==> src/rtl/mips_pkg.sv <==
// Shared definitions for the memory-access stage: FSM state encoding,
// byte-enable constants and small byte-lane helpers.
package mips_pkg;

    // Memory-stage controller states
    typedef enum logic [1:0] {
        IDLE = 2'd0,
        REQ  = 2'd1,
        DONE = 2'd2
    } state_t;

    // Byte-enable patterns (little-endian: bit 0 = bits [7:0])
    localparam logic [3:0] BE_WORD = 4'b1111;
    localparam logic [3:0] BE_NONE = 4'b0000;

    // One-hot byte enable for a single lane
    function automatic logic [3:0] lane_be(input logic [1:0] lane);
        logic [3:0] be;
        case (lane)
            2'd0:    be = 4'b0001;
            2'd1:    be = 4'b0010;
            2'd2:    be = 4'b0100;
            default: be = 4'b1000;
        endcase
        return be;
    endfunction

    // Select one byte of a word by lane
    function automatic logic [7:0] lane_byte(input logic [31:0] word,
                                             input logic [1:0]  lane);
        logic [7:0] b;
        case (lane)
            2'd0:    b = word[7:0];
            2'd1:    b = word[15:8];
            2'd2:    b = word[23:16];
            default: b = word[31:24];
        endcase
        return b;
    endfunction

    // A word access must sit on a 4-byte boundary; byte accesses never fault
    function automatic logic is_misaligned(input logic       byte_op,
                                           input logic [1:0] lane);
        return (!byte_op) && (lane != 2'd0);
    endfunction

endpackage : mips_pkg

==> src/rtl/byte_lane_unit.sv <==
// Combinational byte-lane steering: byte enables and replicated write data
// for stores, and lane extraction with zero-extension for loads.
module byte_lane_unit
    import mips_pkg::*;
(
    input  logic [1:0]  lane,
    input  logic        byte_op,
    input  logic [31:0] store_data,
    input  logic [31:0] load_rdata,
    output logic [3:0]  be,
    output logic [31:0] wdata,
    output logic [31:0] load_data
);

    // Store side: a byte store writes the same byte into every lane so the
    // memory only has to honour the enables, never shift the data
    always_comb begin
        be    = BE_WORD;
        wdata = store_data;
        if (byte_op) begin
            be    = lane_be(lane);
            wdata = {4{store_data[7:0]}};
        end
    end

    // Load side: byte loads are zero-extended into the low byte
    always_comb begin
        load_data = load_rdata;
        if (byte_op) begin
            load_data = {24'b0, lane_byte(load_rdata, lane)};
        end
    end

endmodule : byte_lane_unit

==> src/rtl/mem_stage_ctrl.sv <==
// Memory-access stage controller. Runs one load or store per start strobe
// against a data memory with a request/acknowledge handshake and reports
// done/err back to the multicycle control FSM.
//
// Handshake: mem_req is a valid-style request; mem_ack is the acknowledge.
// While mem_req=1 the command fields (mem_addr, mem_be, mem_we, mem_wdata)
// are held stable. A transfer completes at the rising edge where mem_req=1
// and mem_ack=1 are both sampled; mem_req drops at that same edge.
// mem_ack seen outside REQ carries no meaning and is ignored.
module mem_stage_ctrl
    import mips_pkg::*;
#(
    parameter int ADDR_W  = 10,
    parameter int TIMEOUT = 16
) (
    input  logic              Clk,
    input  logic              Reset_n,
    input  logic              start,
    input  logic [31:0]       ALU_MEM_Addr,
    input  logic [31:0]       MEM_DataIn,
    input  logic              MEM_WrEn,
    input  logic              ByteOp,
    output logic [31:0]       MEM_DataOut,
    output logic              busy,
    output logic              done,
    output logic              err,
    output logic              mem_req,
    output logic              mem_we,
    output logic [ADDR_W-1:0] mem_addr,
    output logic [3:0]        mem_be,
    output logic [31:0]       mem_wdata,
    input  logic [31:0]       mem_rdata,
    input  logic              mem_ack,
    output logic [1:0]        state_dbg
);

    localparam int CNT_W = (TIMEOUT > 2) ? $clog2(TIMEOUT) : 1;
    localparam logic [CNT_W-1:0] CNT_LAST = CNT_W'(TIMEOUT - 1);

    state_t           state;
    logic [CNT_W-1:0] wait_cnt;
    logic [1:0]       lane_q;
    logic             byte_q;

    logic [1:0]  lane_sel;
    logic        byte_sel;
    logic [3:0]  lane_be_w;
    logic [31:0] lane_wdata_w;
    logic [31:0] lane_load_w;
    logic        misaligned;

    // Address bits above the word address and the byte offset wrap away
    logic unused_addr_bits;
    assign unused_addr_bits = &{1'b0, ALU_MEM_Addr[31:ADDR_W+2]};

    // In IDLE the lane unit steers the incoming command; afterwards it
    // works from the latched lane so load extraction matches the request
    always_comb begin
        lane_sel = lane_q;
        byte_sel = byte_q;
        if (state == IDLE) begin
            lane_sel = ALU_MEM_Addr[1:0];
            byte_sel = ByteOp;
        end
    end

    assign misaligned = is_misaligned(ByteOp, ALU_MEM_Addr[1:0]);
    assign state_dbg  = state;

    byte_lane_unit u_lanes (
        .lane       (lane_sel),
        .byte_op    (byte_sel),
        .store_data (MEM_DataIn),
        .load_rdata (mem_rdata),
        .be         (lane_be_w),
        .wdata      (lane_wdata_w),
        .load_data  (lane_load_w)
    );

    // Control FSM with wait counter; every output is a register
    always_ff @(posedge Clk) begin
        if (!Reset_n) begin
            state       <= IDLE;
            wait_cnt    <= '0;
            lane_q      <= 2'd0;
            byte_q      <= 1'b0;
            MEM_DataOut <= 32'd0;
            busy        <= 1'b0;
            done        <= 1'b0;
            err         <= 1'b0;
            mem_req     <= 1'b0;
            mem_we      <= 1'b0;
            mem_addr    <= '0;
            mem_be      <= BE_NONE;
            mem_wdata   <= 32'd0;
        end else begin
            case (state)
                IDLE: begin
                    done <= 1'b0;
                    err  <= 1'b0;
                    if (start) begin
                        busy <= 1'b1;
                        if (misaligned) begin
                            // Fault reported without touching the memory
                            state <= DONE;
                            done  <= 1'b1;
                            err   <= 1'b1;
                        end else begin
                            state     <= REQ;
                            wait_cnt  <= '0;
                            lane_q    <= ALU_MEM_Addr[1:0];
                            byte_q    <= ByteOp;
                            mem_req   <= 1'b1;
                            mem_we    <= MEM_WrEn;
                            mem_addr  <= ALU_MEM_Addr[ADDR_W+1:2];
                            mem_be    <= lane_be_w;
                            mem_wdata <= lane_wdata_w;
                        end
                    end
                end

                REQ: begin
                    // Ack takes priority, including on the final timeout cycle
                    if (mem_ack) begin
                        state   <= DONE;
                        mem_req <= 1'b0;
                        done    <= 1'b1;
                        err     <= 1'b0;
                        if (!mem_we) begin
                            MEM_DataOut <= lane_load_w;
                        end
                    end else if (wait_cnt == CNT_LAST) begin
                        state   <= DONE;
                        mem_req <= 1'b0;
                        done    <= 1'b1;
                        err     <= 1'b1;
                    end else begin
                        wait_cnt <= wait_cnt + CNT_W'(1);
                    end
                end

                DONE: begin
                    state <= IDLE;
                    busy  <= 1'b0;
                    done  <= 1'b0;
                    err   <= 1'b0;
                end

                default: begin
                    state   <= IDLE;
                    busy    <= 1'b0;
                    done    <= 1'b0;
                    err     <= 1'b0;
                    mem_req <= 1'b0;
                end
            endcase
        end
    end

endmodule : mem_stage_ctrl

==> config.mk <==
export PLATFORM = sky130hd
export DESIGN_NAME = mem_stage_ctrl
export DESIGN_NICKNAME = d
export VERILOG_FILES = /design/src/rtl/mips_pkg.sv /design/src/rtl/byte_lane_unit.sv /design/src/rtl/mem_stage_ctrl.sv
export SDC_FILE = /design/constraint.sdc
export NUM_CORES = 1
export LEC_CHECK = 0
export BUFFER_PORTS_ARGS = -buffer_cell sky130_fd_sc_hd__buf_2
export CAP_MARGIN = 5
export CORE_MARGIN = 3
export CORE_UTILIZATION = 48
export CTS_CLUSTER_SIZE = 24
export DETAILED_ROUTE_END_ITERATION = 12
export GPL_TIMING_DRIVEN = 0
export PLACE_DENSITY = 0.8
export SYNTH_ARGS = -nofsm -noshare
export SYNTH_HDL_FRONTEND = slang
export SYNTH_HIERARCHICAL = 1
export SYNTH_SLANG_ARGS = --single-unit
==> constraint.sdc <==
create_clock -name Clk -period 2.35 [get_ports Clk]
set_input_delay 0.47 -clock Clk [delete_from_list [all_inputs] [get_ports Clk]]
set_output_delay 0.47 -clock Clk [all_outputs]
set_load 0.05 [all_outputs]
==> key figures <==
Clock network
  – Longest Clk Path Bufs: 2
  – TritonCTS buffer count: 9
  – CTS tree: built
  – Clock latency at the later pin of the worst-skew pair: between 300 and 400 ps
  – Worst-path clk slew: roughly 100 ps
  – Root Buffer: clkbuf_8
  – CTS sink count: a little over 90
  – H-tree levels: 3
  – Post-CTS Setup Bufs: 0

Pwr
  – Gate power share: 27.1%
  – Clock power share: roughly 28%
  – Sw Ratio: around 36%
  – Power per Cell Area: 666.8 nW/µm²
  – Sw power: 1.337 mW
  – Int Pwr: around 2.4 mW
  – Worst IR drop on VDD: around 0.35 mV
  – Seq pwr share: a little under half
  – Leakage: 2.563 nW

Routing
  – DR WL/cell: approximately 16 µm
  – DR vias: 4629
  – DR pass1 iterations: 6
  – Final WL: approximately 14000 µm
  – Avg Vias per Cell: around 5.4
  – Remaining antenna violation count after routing: 0
  – Initial DRC Count: 362
  – DRC viols: 0

Die
  – Die extent in x: 101.6 µm
  – Initial Util: 49.86%
  – Row cnt: 34
  – Total I/O pin count: ~190
  – Die ar.: slightly above 10000 µm²
  – Die Height: just over 100 µm
  – Core Region: slightly below 9000 µm²

Synth
  – Syn nets: 668
  – Asr flop ratio synth: 0%
  – YS warnings: 6
  – Post-Synthesis Cells: 565
  – EDFF count, synth: 0
  – #FFs+latches synth: 92
  – Netlist cell types: between 40 and 50
  – Seq/Total Area, Yosys: between 40% and 50%
  – Post-Syn Area: roughly 4400 µm²
  – Main synth FF type: dfxtp_1
  – Synthesized area per cell: 7.771 µm²

Setup path
  – Crit path top cell by count: buf_6
  – CP max stage cell: mux2_2
  – Crit-path cells: buf_6 -> nor2_2 -> mux2_2 -> buf_6 -> buf_2 -> nor2b_1 -> a222oi_1 -> nand2_1 -> a21oi_1
  – CP arrival: roughly 2500 ps
  – Max FO, Critical Path: 10
  – R2R depth: 9
  – Critical path capture point: MEM_DataOut[4]$_SDFFE_PN0P_
  – Worst Setup SP: state_dbg[1]$_SDFFE_PN0P_
  – Worst reg2reg startpoint: state_dbg[1]$_SDFFE_PN0P_
  – Reg-to-reg setup timing slack: 140 ps
  – Worst Setup Start Kind: register
  – CP Capture Type: register
  – CP Data Required Time: 2640 ps
  – Reg2reg end: MEM_DataOut[4]$_SDFFE_PN0P_
  – CP Class: register to register
  – CP peak stage delay: 370 ps

Timing
  – Achievable Freq: roughly 450 MHz
  – Final Skew: about 6.5 ps
  – Relative slew slack: slightly above 60%
  – RSZ-0062 raised after global routing: no
  – Hold Violations, Final: 0
  – Min cycle time layout: approximately 2200 ps
  – Final Slew Violations: 0
  – Crit share post-route: 93.93%
  – Setup violators final: 0
  – Setup TNS Final: 0 ps
  – Worst slew pin tran: between 500 and 600 ps

Placement
  – GP Congestion: 0.9084
  – Placed Cells: between 800 and 900
  – Port bufs: approximately 170
  – Area post-placement: approximately 5400 µm²
  – Detail Placement HPWL: between 10000 and 15000 µm

Global routing
  – All-Layer GR Usage: 25.44%
  – Largest net degree at the start of global routing: 18
  – First-pass GRT wire length: 20820 µm
  – Number of global-route vias before repair: 4209
  – Initial antenna violation count: 0
  – Remaining global-route overflow: 0

Layout
  – Most common cell after layout, fill and taps aside: buf_2
  – Ant diodes: 0
  – Most frequent cells in the layout: buf_2 (173), dfxtp_1 (92), a21oi_1 (84)
  – Non-filler cells in the finished layout: roughly 860
  – Nets: about 850
  – Share of cells above drive strength 1: between 20% and 30%
  – Area Growth Syn to Fin: 26.22%
  – Final Instance Area: ~5500 µm²

Flow run
  – Max-cap viol count: 0

Worst hold path
  – Min-delay src: ALU_MEM_Addr[3]
  – Worst hold path class: input port to register

Status
  – Status: finished, final reports clean
Yosys cell counts (all sizes together), types with 3 or more instances:
| library cell | instances | area share, % |
|---|---|---|
| o21ai | 78 | 9.0 |
| nor2b | 32 | 4.6 |
| a222oi | 8 | 1.8 |
| buf | 27 | 4.9 |
| and2b | 4 | 0.68 |
| clkbuf | 32 | 2.8 |
| nand2 | 76 | 6.5 |
| nor2 | 4 | 0.34 |
| nor3b | 3 | 0.88 |
| mux2 | 3 | 0.77 |
| inv | 36 | 3.1 |
| dfxtp | 92 | 42 |
| a21oi | 84 | 9.6 |
| mux2i | 10 | 2.3 |
| nand3 | 50 | 5.7 |
| and2 | 3 | 0.48 |
area by class of cell:
type                            count  area [µm²]
Clock buffer                        9       123.9
Multi-Input combinational cell    378        2078
Buffer                             59       337.8
Fill cell                         833        3264
Clock inverter                      7       58.81
Timing Repair Buffer              166       830.8
Inverter                           36       135.1
Sequential cell                    92        1842
Tap cell                          108       135.1
per-layer routing:
layer | up-vias | GRT usage [%] | share of wire (%)
li1 | 2269 | - | -
met1 | 2167 | 34.96 | 43
met2 | 174 | 41.00 | 48
met3 | 19 | 4.201 | 6.9
met4 | 0 | 7.873 | 1.6
met5 | - | 0 | 0
critical path, delay by kind of cell (launching register included):
kind,cells,cell delay (ps)
muxes,1,370
AOI/OAI and AO/OA,2,510
and+or+nand+nor,3,430
DFF,1,340
buffers and inverters,3,480
power groups by stage:
| stage | Combinational, mW | Clock (mW) | Sequential [mW] |
|---|---|---|---|
| 4_1_cts | 0.994 | 1.03 | 1.68 |
| 3_5_place_dp | 0.991 | 0 | 1.72 |
| 2_1_floorplan | 0.438 | 0 | 1.97 |
| 6_report | 1.00 | 1.01 | 1.68 |
| 5_1_grt | 1.08 | 1.10 | 1.69 |
| 3_3_place_gp | 0.976 | 0 | 1.71 |
kinds of logic (layout without fill, tap and decap cells):
group / count (synthesis) / in the layout / synth area share [%]
AOI/OAI and AO/OA: 182 / 182 / 22.97
muxes: 13 / 13 / 3.049
DFF: 92 / 92 / 41.95
adders and majority gates: 1 / 1 / 0.2849
and+or+nand+nor: 182 / 182 / 20.97
buffers and inverters: 95 / 277 / 10.77
state kept, by name, summed over array words and instances (netlist names):
name / cells
MEM_DataOut: 32
mem_wdata: 32
mem_addr: 10
mem_be: 4
wait_cnt: 4
lane_q: 2
state_dbg: 2
busy: 1
byte_q: 1
done: 1
err: 1
mem_req: 1
mem_we: 1
how the worst min path moves through the flow:
stage                     cells after the start                      endpoint  slack [ps]
after floorplan                               2        lane_q[0]$_SDFFE_PN0P_         450
after global placement                        2  MEM_DataOut[21]$_SDFFE_PN0P_         440
after detailed placement                      2  MEM_DataOut[25]$_SDFFE_PN0P_         450
after CTS                                     3      mem_addr[9]$_SDFFE_PN0P_         340
after global routing                          3      mem_addr[9]$_SDFFE_PN0P_         360
final                                         3      mem_addr[1]$_SDFFE_PN0P_         350
stage by stage:
| stage | hold WS, ps | setup WS [ps] | power (mW) | utilization, % |
|---|---|---|---|---|
| floorplan | 447.1 | 207.5 | 2.412 | - |
| global placement | 440.2 | 161.0 | 2.687 | 60.83 |
| detailed placement | 445.1 | 121.8 | 2.706 | 60.83 |
| CTS | 344.1 | 89.47 | 3.702 | 62.90 |
| global route | 362.7 | 0.6037 | 3.868 | 62.93 |
| finish | 349.6 | 142.7 | 3.695 | 62.93 |
repair_timing:
item / CTS / global route
resized for setup: 0 / 1
endpoints found under the setup margin: 0 / 6
hold buffers: 0 / 0
Power figures use the tool's default switching activity.
